### config.mk
export PLATFORM = sky130hd
export DESIGN_NAME = timer_ctrl
export DESIGN_NICKNAME = d
export VERILOG_FILES = /design/src/rtl/timer_ctrl.sv
export SDC_FILE = /design/constraint.sdc
export NUM_CORES = 1
export LEC_CHECK = 0
export ABC_AREA = 1
export ABC_CLOCK_PERIOD_IN_PS = 7700
export CORE_MARGIN = 4
export CORE_UTILIZATION = 46
export CTS_CLUSTER_SIZE = 16
export DETAILED_ROUTE_END_ITERATION = 10
export HOLD_SLACK_MARGIN = 0.03
export PLACE_DENSITY = 0.85
export SLEW_MARGIN = 20
export SYNTH_ARGS = -nofsm -noshare
export SYNTH_HDL_FRONTEND = slang
export SYNTH_SLANG_ARGS = --single-unit
### constraint.sdc
create_clock -name clk -period 7.7 [get_ports clk]
set_clock_uncertainty 0.05 [all_clocks]
set_input_delay 1.54 -clock clk [delete_from_list [all_inputs] [get_ports clk]]
set_output_delay 1.54 -clock clk [all_outputs]
set_load 0.01 [all_outputs]
### src/rtl/timer_ctrl.sv
// Timer control FSM: arms the timer datapath, gates counting, and turns expiries into a level irq.
// Optional prescaler on the count enable is built when TIMER_CTRL_PRESCALE_EN is defined.
module timer_ctrl #(
  parameter int unsigned CNT_W   = 64,
  parameter int unsigned EXP_W   = 16,
  parameter int unsigned PRESC_W = 8
) (
  input  logic               clk,
  input  logic               rst,
  input  logic               start,
  input  logic               stop,
  input  logic               periodic,
  input  logic [CNT_W-1:0]   period,
  input  logic [PRESC_W-1:0] prescale,
  input  logic               irq_ack,
  input  logic               done,
  output logic               count,
  output logic               rst_counter,
  output logic [CNT_W-1:0]   cmp_value,
  output logic               irq,
  output logic               overrun,
  output logic               busy,
  output logic               err,
  output logic [EXP_W-1:0]   expire_cnt
);

  typedef enum logic [1:0] {
    IDLE    = 2'd0,
    ARM     = 2'd1,
    RUN     = 2'd2,
    EXPIRED = 2'd3
  } state_t;

  localparam logic [EXP_W-1:0] EXP_MAX = {EXP_W{1'b1}};

  state_t             state, state_nxt;
  logic               periodic_q, periodic_nxt;
  logic               count_nxt;
  logic               rst_counter_nxt;
  logic [CNT_W-1:0]   cmp_value_nxt;
  logic               irq_nxt;
  logic               overrun_nxt;
  logic               busy_nxt;
  logic               err_nxt;
  logic [EXP_W-1:0]   expire_cnt_nxt;
  logic               start_ok;
  logic               run_done;

`ifdef TIMER_CTRL_PRESCALE_EN
  logic [PRESC_W-1:0] presc_q, presc_nxt;
  logic [PRESC_W-1:0] div, div_nxt;
`else
  logic               unused_prescale;
  assign unused_prescale = ^prescale;
`endif

  // Next-state and next-output logic; outputs are registered from these values.
  always_comb begin
    state_nxt       = state;
    periodic_nxt    = periodic_q;
    cmp_value_nxt   = cmp_value;
    irq_nxt         = irq;
    overrun_nxt     = overrun;
    expire_cnt_nxt  = expire_cnt;
    count_nxt       = 1'b0;
    rst_counter_nxt = 1'b0;
    busy_nxt        = 1'b0;
    err_nxt         = 1'b0;
    start_ok        = 1'b0;
    run_done        = 1'b0;
`ifdef TIMER_CTRL_PRESCALE_EN
    presc_nxt       = presc_q;
    div_nxt         = '0;
`endif

    // A start that coincides with stop is dropped; a zero period is rejected.
    start_ok = start && (period != '0) && !stop;
    err_nxt  = start && (period == '0);
    run_done = (state == RUN) && done;

    case (state)
      IDLE, EXPIRED: begin
        if (start_ok) state_nxt = ARM;
      end
      ARM: begin
        if (stop)          state_nxt = IDLE;
        else if (start_ok) state_nxt = ARM;
        else               state_nxt = RUN;
      end
      RUN: begin
        if (stop)                      state_nxt = IDLE;
        else if (start_ok)             state_nxt = ARM;
        else if (done && !periodic_q)  state_nxt = EXPIRED;
      end
      default: state_nxt = IDLE;
    endcase

    if (irq_ack) irq_nxt = 1'b0;
    if (run_done) begin
      irq_nxt = 1'b1;
      if (irq && !irq_ack) overrun_nxt = 1'b1;
      if (expire_cnt != EXP_MAX) expire_cnt_nxt = expire_cnt + EXP_W'(1);
    end

    // A valid start reloads the latches and clears the expiry bookkeeping.
    if (start_ok) begin
      cmp_value_nxt  = period;
      periodic_nxt   = periodic;
      overrun_nxt    = 1'b0;
      expire_cnt_nxt = '0;
`ifdef TIMER_CTRL_PRESCALE_EN
      presc_nxt      = prescale;
`endif
    end

    rst_counter_nxt = (state_nxt == ARM);
    busy_nxt        = (state_nxt == ARM) || (state_nxt == RUN);

`ifdef TIMER_CTRL_PRESCALE_EN
    // div tracks the prescaler phase of the cycle being registered; it restarts at 0 on each RUN entry.
    if ((state_nxt == RUN) && (state == RUN))
      div_nxt = (div == presc_q) ? '0 : div + PRESC_W'(1);
    count_nxt = (state_nxt == RUN) && (div_nxt == '0);
`else
    count_nxt = (state_nxt == RUN);
`endif
  end

  // State and registered outputs.
  always_ff @(posedge clk or posedge rst) begin
    if (rst) begin
      state       <= IDLE;
      periodic_q  <= 1'b0;
      count       <= 1'b0;
      rst_counter <= 1'b0;
      cmp_value   <= '0;
      irq         <= 1'b0;
      overrun     <= 1'b0;
      busy        <= 1'b0;
      err         <= 1'b0;
      expire_cnt  <= '0;
    end else begin
      state       <= state_nxt;
      periodic_q  <= periodic_nxt;
      count       <= count_nxt;
      rst_counter <= rst_counter_nxt;
      cmp_value   <= cmp_value_nxt;
      irq         <= irq_nxt;
      overrun     <= overrun_nxt;
      busy        <= busy_nxt;
      err         <= err_nxt;
      expire_cnt  <= expire_cnt_nxt;
    end
  end

`ifdef TIMER_CTRL_PRESCALE_EN
  always_ff @(posedge clk or posedge rst) begin
    if (rst) begin
      presc_q <= '0;
      div     <= '0;
    end else begin
      presc_q <= presc_nxt;
      div     <= div_nxt;
    end
  end
`endif

endmodule

==> flow_metrics.py, run 1 <==
metrics = {
    "critical_path": {
        "cpMostUsedCell": "nor2_1",
        "crit_start": "period[49]",
        "r2r_slack_ns": 5.76,
        "crit-reg2reg-capture": "expire_cnt[15]$_DFFE_PP0P_",
        "cp_cell_sequence": "clkdlybuf4s50_1, nor2_1, nand2_1, nor2_1, nand2_1, nor2_1, nand2_1, nand3_2, buf_4, a21boi_0, nor2_1, ha_1, inv_1",
        "reg2reg_from": "expire_cnt[0]$_DFFE_PP0P_",
        "cpMaxStageDelayCell": "buf_4",
        "crit_fanout": 74,
        "start_kind": "input pin",
        "end_kind": "register",
        "worstPathArrival_ns": 4.11,
        "worstSetupPathType": "in -> reg",
        "crit_required_ns": 7.94,
        "r2r_cells": 14,
        "max_stage_delay_ns": 0.60,
    },
    "cts": {
        "post_cts_resized": 0,
        "clk_pin_slew_ns": 0.09,
        "clockBufferDepth": 2,
        "ctsRootBufferMaster": "clkbuf_8",
        "cts_setup_buffers": 0,
        "clock_latency_ns": 0.34,
        "cts_sinks": 89,
        "ctsHoldBuffers": 0,
        "cts_tree": "done",
        "htreeDepth": 3,
        "cts_buffers": 9,
    },
    "sta": {
        "hold_viol_final": 0,
        "rsz0062_at_grt": "false",
        "finalCritPeriodShare_pct": 50.3,
        "slew_headroom_pct": 47.4,
        "tns_ns": 0,
        "max_freq_mhz": 258,
        "finalMaxSlewViolations": 0,
        "period_needed_ns": 3.87,
        "worst_pin_slew_ns": 0.788,
        "setup-violations-final": 0,
    },
    "finish": {
        "finalCoreUtilization_pct": 70.3,
        "nets": 741,
        "seq_area_um2": 2230,
        "nFillCells": 671,
        "syn2layout_area_growth_pct": 46.7,
        "n_antenna_cell": 0,
        "final_layout_size_suffix_gt1_share_pct": 4.83,
        "multi_input_comb_area_um2": 1550,
        "stdcell_area_um2": 5860,
    },
    "job": {
        "maxCapViolations": 0,
    },
    "placed_design": {
        "gp_congestion": 0.760,
        "placedInstanceArea_um2": 5620,
        "dpl.hpwl_mm": 7.39,
        "io_buffers": 156,
    },
    "status": {
        "outcome": "finished clean",
    },
    "routing": {
        "drc": 0,
        "postRouteAntennaNets": 0,
        "vias": 3633,
        "wl_mm": 10.1,
        "avgRoutedWirePerCell_um": 13.2,
        "viasPerCell": 4.73,
        "first_iter_violations": 128,
        "first_pass_iters": 4,
    },
    "die": {
        "core_area_um2": 8340,
        "fp.dieH_um": 101,
        "io-pin-count": 165,
        "start_util_pct": 47.9,
        "die-area_um2": 10200,
        "fp.dieW_um": 101,
        "num_rows": 33,
    },
    "power_and_ir_drop": {
        "power_leakage_uw": 0.00285,
        "power_density_nw_per_um2": 212,
        "ir_worst_vdd_mv": 0.159,
    },
    "logic_synthesis": {
        "seq_area_frac_synth_pct": 55.7,
        "synth.avg_cell_area_um2": 7.90,
        "netlist_instances": 506,
        "ys_warn_count": 0,
        "synth.distinct_cells": 26,
        "syn-num-nets": 589,
        "syn_area_um2": 4000,
        "ys_ff_latch": 89,
    },
    "global_route": {
        "overflow": 0,
        "grt_use_total_pct": 20.6,
        "grt_use_met2_pct": 34.3,
        "grt_start_max_net_pins": 90,
        "grt-busiest-layer": "met2",
        "use_met3_pct": 6.13,
        "use_met1_pct": 25.9,
        "antenna_found_initial": 0,
        "grt_pass1_wl_mm": 17.1,
        "grt_pass1_vias": 3728,
    },
    "min_path": {
        "hold_depth": 2,
        "holdPathEnd": "cmp_value[37]$_DFFE_PP0N_",
        "hold_start": "cmp_value[37]$_DFFE_PP0N_",
        "hold_class": "reg -> reg",
    },
}
routing by layer:
| metal | part of all wire [%] | up-vias |
|---|---|---|
| met2 | 49 | 117 |
| li1 | - | 1842 |
| met4 | 1.7 | 0 |
| met3 | 8.1 | 19 |
| met5 | 0 | - |
| met1 | 41 | 1655 |
flip-flops by register name (all words and copies together), names as in the netlist:
name / count
err: 1
overrun: 1
count: 1
busy: 1
irq: 1
cmp_value: 64
periodic_q: 1
rst_counter: 1
state: 2
expire_cnt: 16
power breakdown:
part | switching [µW] | internal, µW
sequential | 33.2 | 525
clock | 160 | 224
combinational | 142 | 161
cell type report:
cell class	count	area share, %
clock buffer	11	2.41
clock inverter	5	1.75
inverter	34	2.24
multi-input combinational	366	26.4
sequential	89	38.0
tap	105	2.24
timing repair buffer	158	26.9
layout by cell type, fill, tap and decap left out, types with 3 or more instances in the layout:
cell,n
nand2_1,247
clkdlybuf4s50_1,156
dfrtp_1,89
nor2_1,65
inv_1,30
nand3_1,10
clkbuf_8,10
o21ai_0,7
a21oi_1,5
nor3_1,4
ha_1,4
nor2_4,3
nand4_1,3
bufinv_16,3
Yosys cell counts (all sizes together):
library cell | instances | area (µm²)
ha | 4 | 50.1
a31o | 1 | 8.76
dfrtp | 89 | 2230
nand3 | 11 | 55.1
xnor2 | 2 | 17.5
nand2 | 251 | 962
xor2 | 2 | 17.5
nor3b | 1 | 7.51
nand4 | 3 | 18.8
clkbuf | 2 | 7.51
o21ai | 7 | 35.0
buf | 15 | 90.1
a21boi | 1 | 7.51
inv | 34 | 128
o211ai | 2 | 15.0
a21oi | 5 | 25.0
nor3 | 4 | 20.0
nor2 | 70 | 290
o21bai | 2 | 15.0
worst max path at each step:
stage,cells after the start,slack (ns),end
2_1_floorplan,1,3.80,busy$_DFF_PP0_
3_3_place_gp,13,3.50,busy$_DFF_PP0_
3_5_place_dp,13,3.45,busy$_DFF_PP0_
4_1_cts,13,3.82,busy$_DFF_PP0_
5_1_grt,13,3.55,busy$_DFF_PP0_
6_report,13,3.83,busy$_DFF_PP0_
metrics by stage:
step / setup slack (ns) / std cells / total power [µW] / hold WS, ns
final: 3.83 / 768 / 1250 / 0.433
after detailed placement: 3.45 / 752 / 872 / 0.414
after global placement: 3.50 / 752 / 861 / 0.411
after floorplan: 3.80 / 506 / 693 / 0.464
after global routing: 3.55 / 768 / 1320 / 0.457
after CTS: 3.82 / 768 / 1260 / 0.436
cells by family after synthesis:
logic type	count (synthesis)	share of synthesized area [%]
AO/OA/AOI/OAI	18	2.66
flip-flops	89	55.7
buffers and inverters	51	5.63
XOR/XNOR	4	0.877
adder cells (fa/ha/maj)	4	1.25
AND/OR/NAND/NOR	340	33.9
worst max-delay path: cells and delay by family:
family	cells	cell delay (ns)
buf+inv	3	1.06
fa+ha+maj	1	0.27
compound gates	1	0.19
simple gates	8	1.06
No activity file was read; power rests on OpenSTA's default activity.
==> run 2, diff against run 1 <==
--- a/config.mk
+++ b/config.mk
@@ -6,13 +6,13 @@
 export NUM_CORES = 1
 export LEC_CHECK = 0
 export ABC_AREA = 1
-export ABC_CLOCK_PERIOD_IN_PS = 7700
+export ABC_CLOCK_PERIOD_IN_PS = 3400
 export CORE_MARGIN = 4
-export CORE_UTILIZATION = 46
+export CORE_UTILIZATION = 39
 export CTS_CLUSTER_SIZE = 16
 export DETAILED_ROUTE_END_ITERATION = 10
 export HOLD_SLACK_MARGIN = 0.03
-export PLACE_DENSITY = 0.85
+export PLACE_DENSITY = 0.77
 export SLEW_MARGIN = 20
 export SYNTH_ARGS = -nofsm -noshare
 export SYNTH_HDL_FRONTEND = slang
==> constraint.sdc (replaced) <==
create_clock -name clk -period 3.4 [get_ports clk]
set_clock_uncertainty 0.05 [all_clocks]
set_input_delay 0.68 -clock clk [delete_from_list [all_inputs] [get_ports clk]]
set_output_delay 0.68 -clock clk [all_outputs]
set_load 0.01 [all_outputs]
==> flow_metrics.py, run 2 (synthesis gave the netlist of run 1 again) <==
metrics = {
    "placed_design": {
        "placedInstanceArea_um2": 5690,
        "gp_congestion": 0.856,
        "pre_cts_ws_ns": 0.746,
        "dpl.hpwl_mm": 7.86,
        "io_buffers": 156,
    },
    "power_and_ir_drop": {
        "intPower_uw": 1900,
        "ir_worst_vdd_mv": 0.258,
        "pwr-share-clk_pct": 26.5,
        "power_density_nw_per_um2": 452,
        "switching_share_pct": 28.5,
        "pwr-share-comb_pct": 25.9,
        "p_switching_uw": 758,
        "power_frac_seq_pct": 47.6,
        "power_leakage_uw": 0.00284,
    },
    "critical_path": {
        "cpMaxStageDelayCell": "clkdlybuf4s50_1",
        "crit_required_ns": 3.64,
        "worst-path-buf-inv": 2,
        "crit_fanout": 4,
        "worstSetupPathType": "in -> reg",
        "worstPathArrival_ns": 2.52,
        "cpMostUsedCell": "nand2_1",
        "end_kind": "register",
        "max_stage_delay_ns": 0.44,
        "start_kind": "input pin",
        "crit_family": "simple AND/OR/NAND/NOR gates",
        "cp_cell_sequence": "clkdlybuf4s50_1, nor2_1, nand2_1, nor2_1, nand2_1, nor2_1, nand2_1, nand2_1, nand2_1, nand2_1, nand2_1, nor2_1, ha_1, inv_1",
    },
    "global_route": {
        "grt_pass1_wl_mm": 17.5,
        "grt_start_max_net_pins": 46,
        "grt_use_total_pct": 18.5,
        "grt_pass1_vias": 3858,
        "overflow": 0,
        "antenna_found_initial": 0,
    },
    "finish": {
        "stdcell_area_um2": 5880,
        "finalCoreUtilization_pct": 59.6,
        "most-common-layout-cells": "nand2_1 (247), clkdlybuf4s50_1 (156), dfrtp_1 (89)",
        "reg_top3": "cmp_value x64, expire_cnt x16, state x2",
        "n_antenna_cell": 0,
        "largest-register": "cmp_value",
        "largest_register_ffs": 64,
        "final_common_cell": "nand2_1",
        "final_layout_size_suffix_gt1_share_pct": 5.24,
        "nets": 746,
        "syn2layout_area_growth_pct": 47.0,
    },
    "status": {
        "outcome": "finished clean",
    },
    "cts": {
        "clockBufferDepth": 2,
        "ctsRootBufferMaster": "clkbuf_8",
        "cts_setup_buffers": 0,
        "post_cts_resized": 0,
        "cts_sinks": 89,
        "cts_tree": "done",
        "clock_latency_ns": 0.34,
        "cts_buffers": 9,
        "clk_pin_slew_ns": 0.09,
        "ctsHoldBuffers": 0,
        "htreeDepth": 3,
    },
    "sta": {
        "period_needed_ns": 2.28,
        "rsz0062_at_grt": "false",
        "finalCritPeriodShare_pct": 67.0,
        "postLayoutSetupSlackWorst_ns": 1.12,
        "setup-violations-final": 0,
        "worst_pin_slew_ns": 0.573,
        "hold_viol_final": 0,
        "finalMaxSlewViolations": 0,
        "tns_ns": 0,
        "slew_headroom_pct": 61.8,
        "max_freq_mhz": 439,
    },
    "routing": {
        "postRouteAntennaNets": 0,
        "avgRoutedWirePerCell_um": 13.0,
        "drc": 0,
        "viasPerCell": 4.59,
        "wl_mm": 10.4,
        "first_pass_iters": 6,
        "first_iter_violations": 215,
        "vias": 3677,
    },
    "die": {
        "core_area_um2": 9860,
        "die-area_um2": 11900,
        "io-pin-count": 165,
        "fp.dieH_um": 109,
        "start_util_pct": 40.5,
        "num_rows": 36,
        "fp.dieW_um": 109,
    },
    "job": {
        "maxCapViolations": 0,
    },
    "min_path": {
        "hold_class": "reg -> reg",
    },
}
-- run 2: worst paths after layout --
path                                                 from                        end  slack [ns]  cells past startpoint
worst max-delay path                           period[62]             busy$_DFF_PP0_        1.12                     14
worst min-delay path            cmp_value[37]$_DFFE_PP0N_  cmp_value[37]$_DFFE_PP0N_        0.44                      2
worst max register to register  expire_cnt[0]$_DFFE_PP0P_  expire_cnt[4]$_DFFE_PP0P_        1.50                     13
worst min register to register  cmp_value[37]$_DFFE_PP0N_  cmp_value[37]$_DFFE_PP0N_        0.44                      2
max in group asynchronous                             rst  cmp_value[60]$_DFFE_PP0N_        2.15                      3
min in group asynchronous                             rst  cmp_value[15]$_DFFE_PP0N_        0.74                      3
-- run 2: metrics by stage --
stage	std cells	power, µW	hold slack [ns]
2_1_floorplan	506	1570	0.464
3_3_place_gp	785	1960	0.411
3_5_place_dp	785	1980	0.414
4_1_cts	801	2700	0.440
5_1_grt	801	2850	0.465
6_report	801	2660	0.436
-- run 2: worst min-delay path, stage by stage, from the launching register on --
cell and delay, ns:
dfrtp_1 0.35, nand2_1 0.05, nand2_1 0.05
-- run 2: layout make-up --
class                           count  area, µm²
Clock inverter                      4       53.8
Inverter                           34        129
Fill cell                         869       3990
Sequential cell                    89       2230
Clock buffer                       12        135
Tap cell                          133        166
Timing Repair Buffer              163       1610
Multi-Input combinational cell    366       1550
-- run 2: per-layer routing --
metal	GRT usage (%)	up-vias	wire (µm)	share of wire, %
li1	-	1847	-	-
met5	0	-	0	0
met2	31.9	116	5170	50
met4	5.43	0	178	1.7
met1	21.8	1697	4240	41
met3	6.34	17	844	8.1
-- run 2: power by group through the flow --
stage / registers [µW] / logic (µW) / clock network [µW]
3_3_place_gp: 1280 / 679 / 0
3_5_place_dp: 1280 / 700 / 0
4_1_cts: 1270 / 704 / 731
5_1_grt: 1280 / 766 / 797
2_1_floorplan: 1340 / 234 / 0
6_report: 1260 / 690 / 704
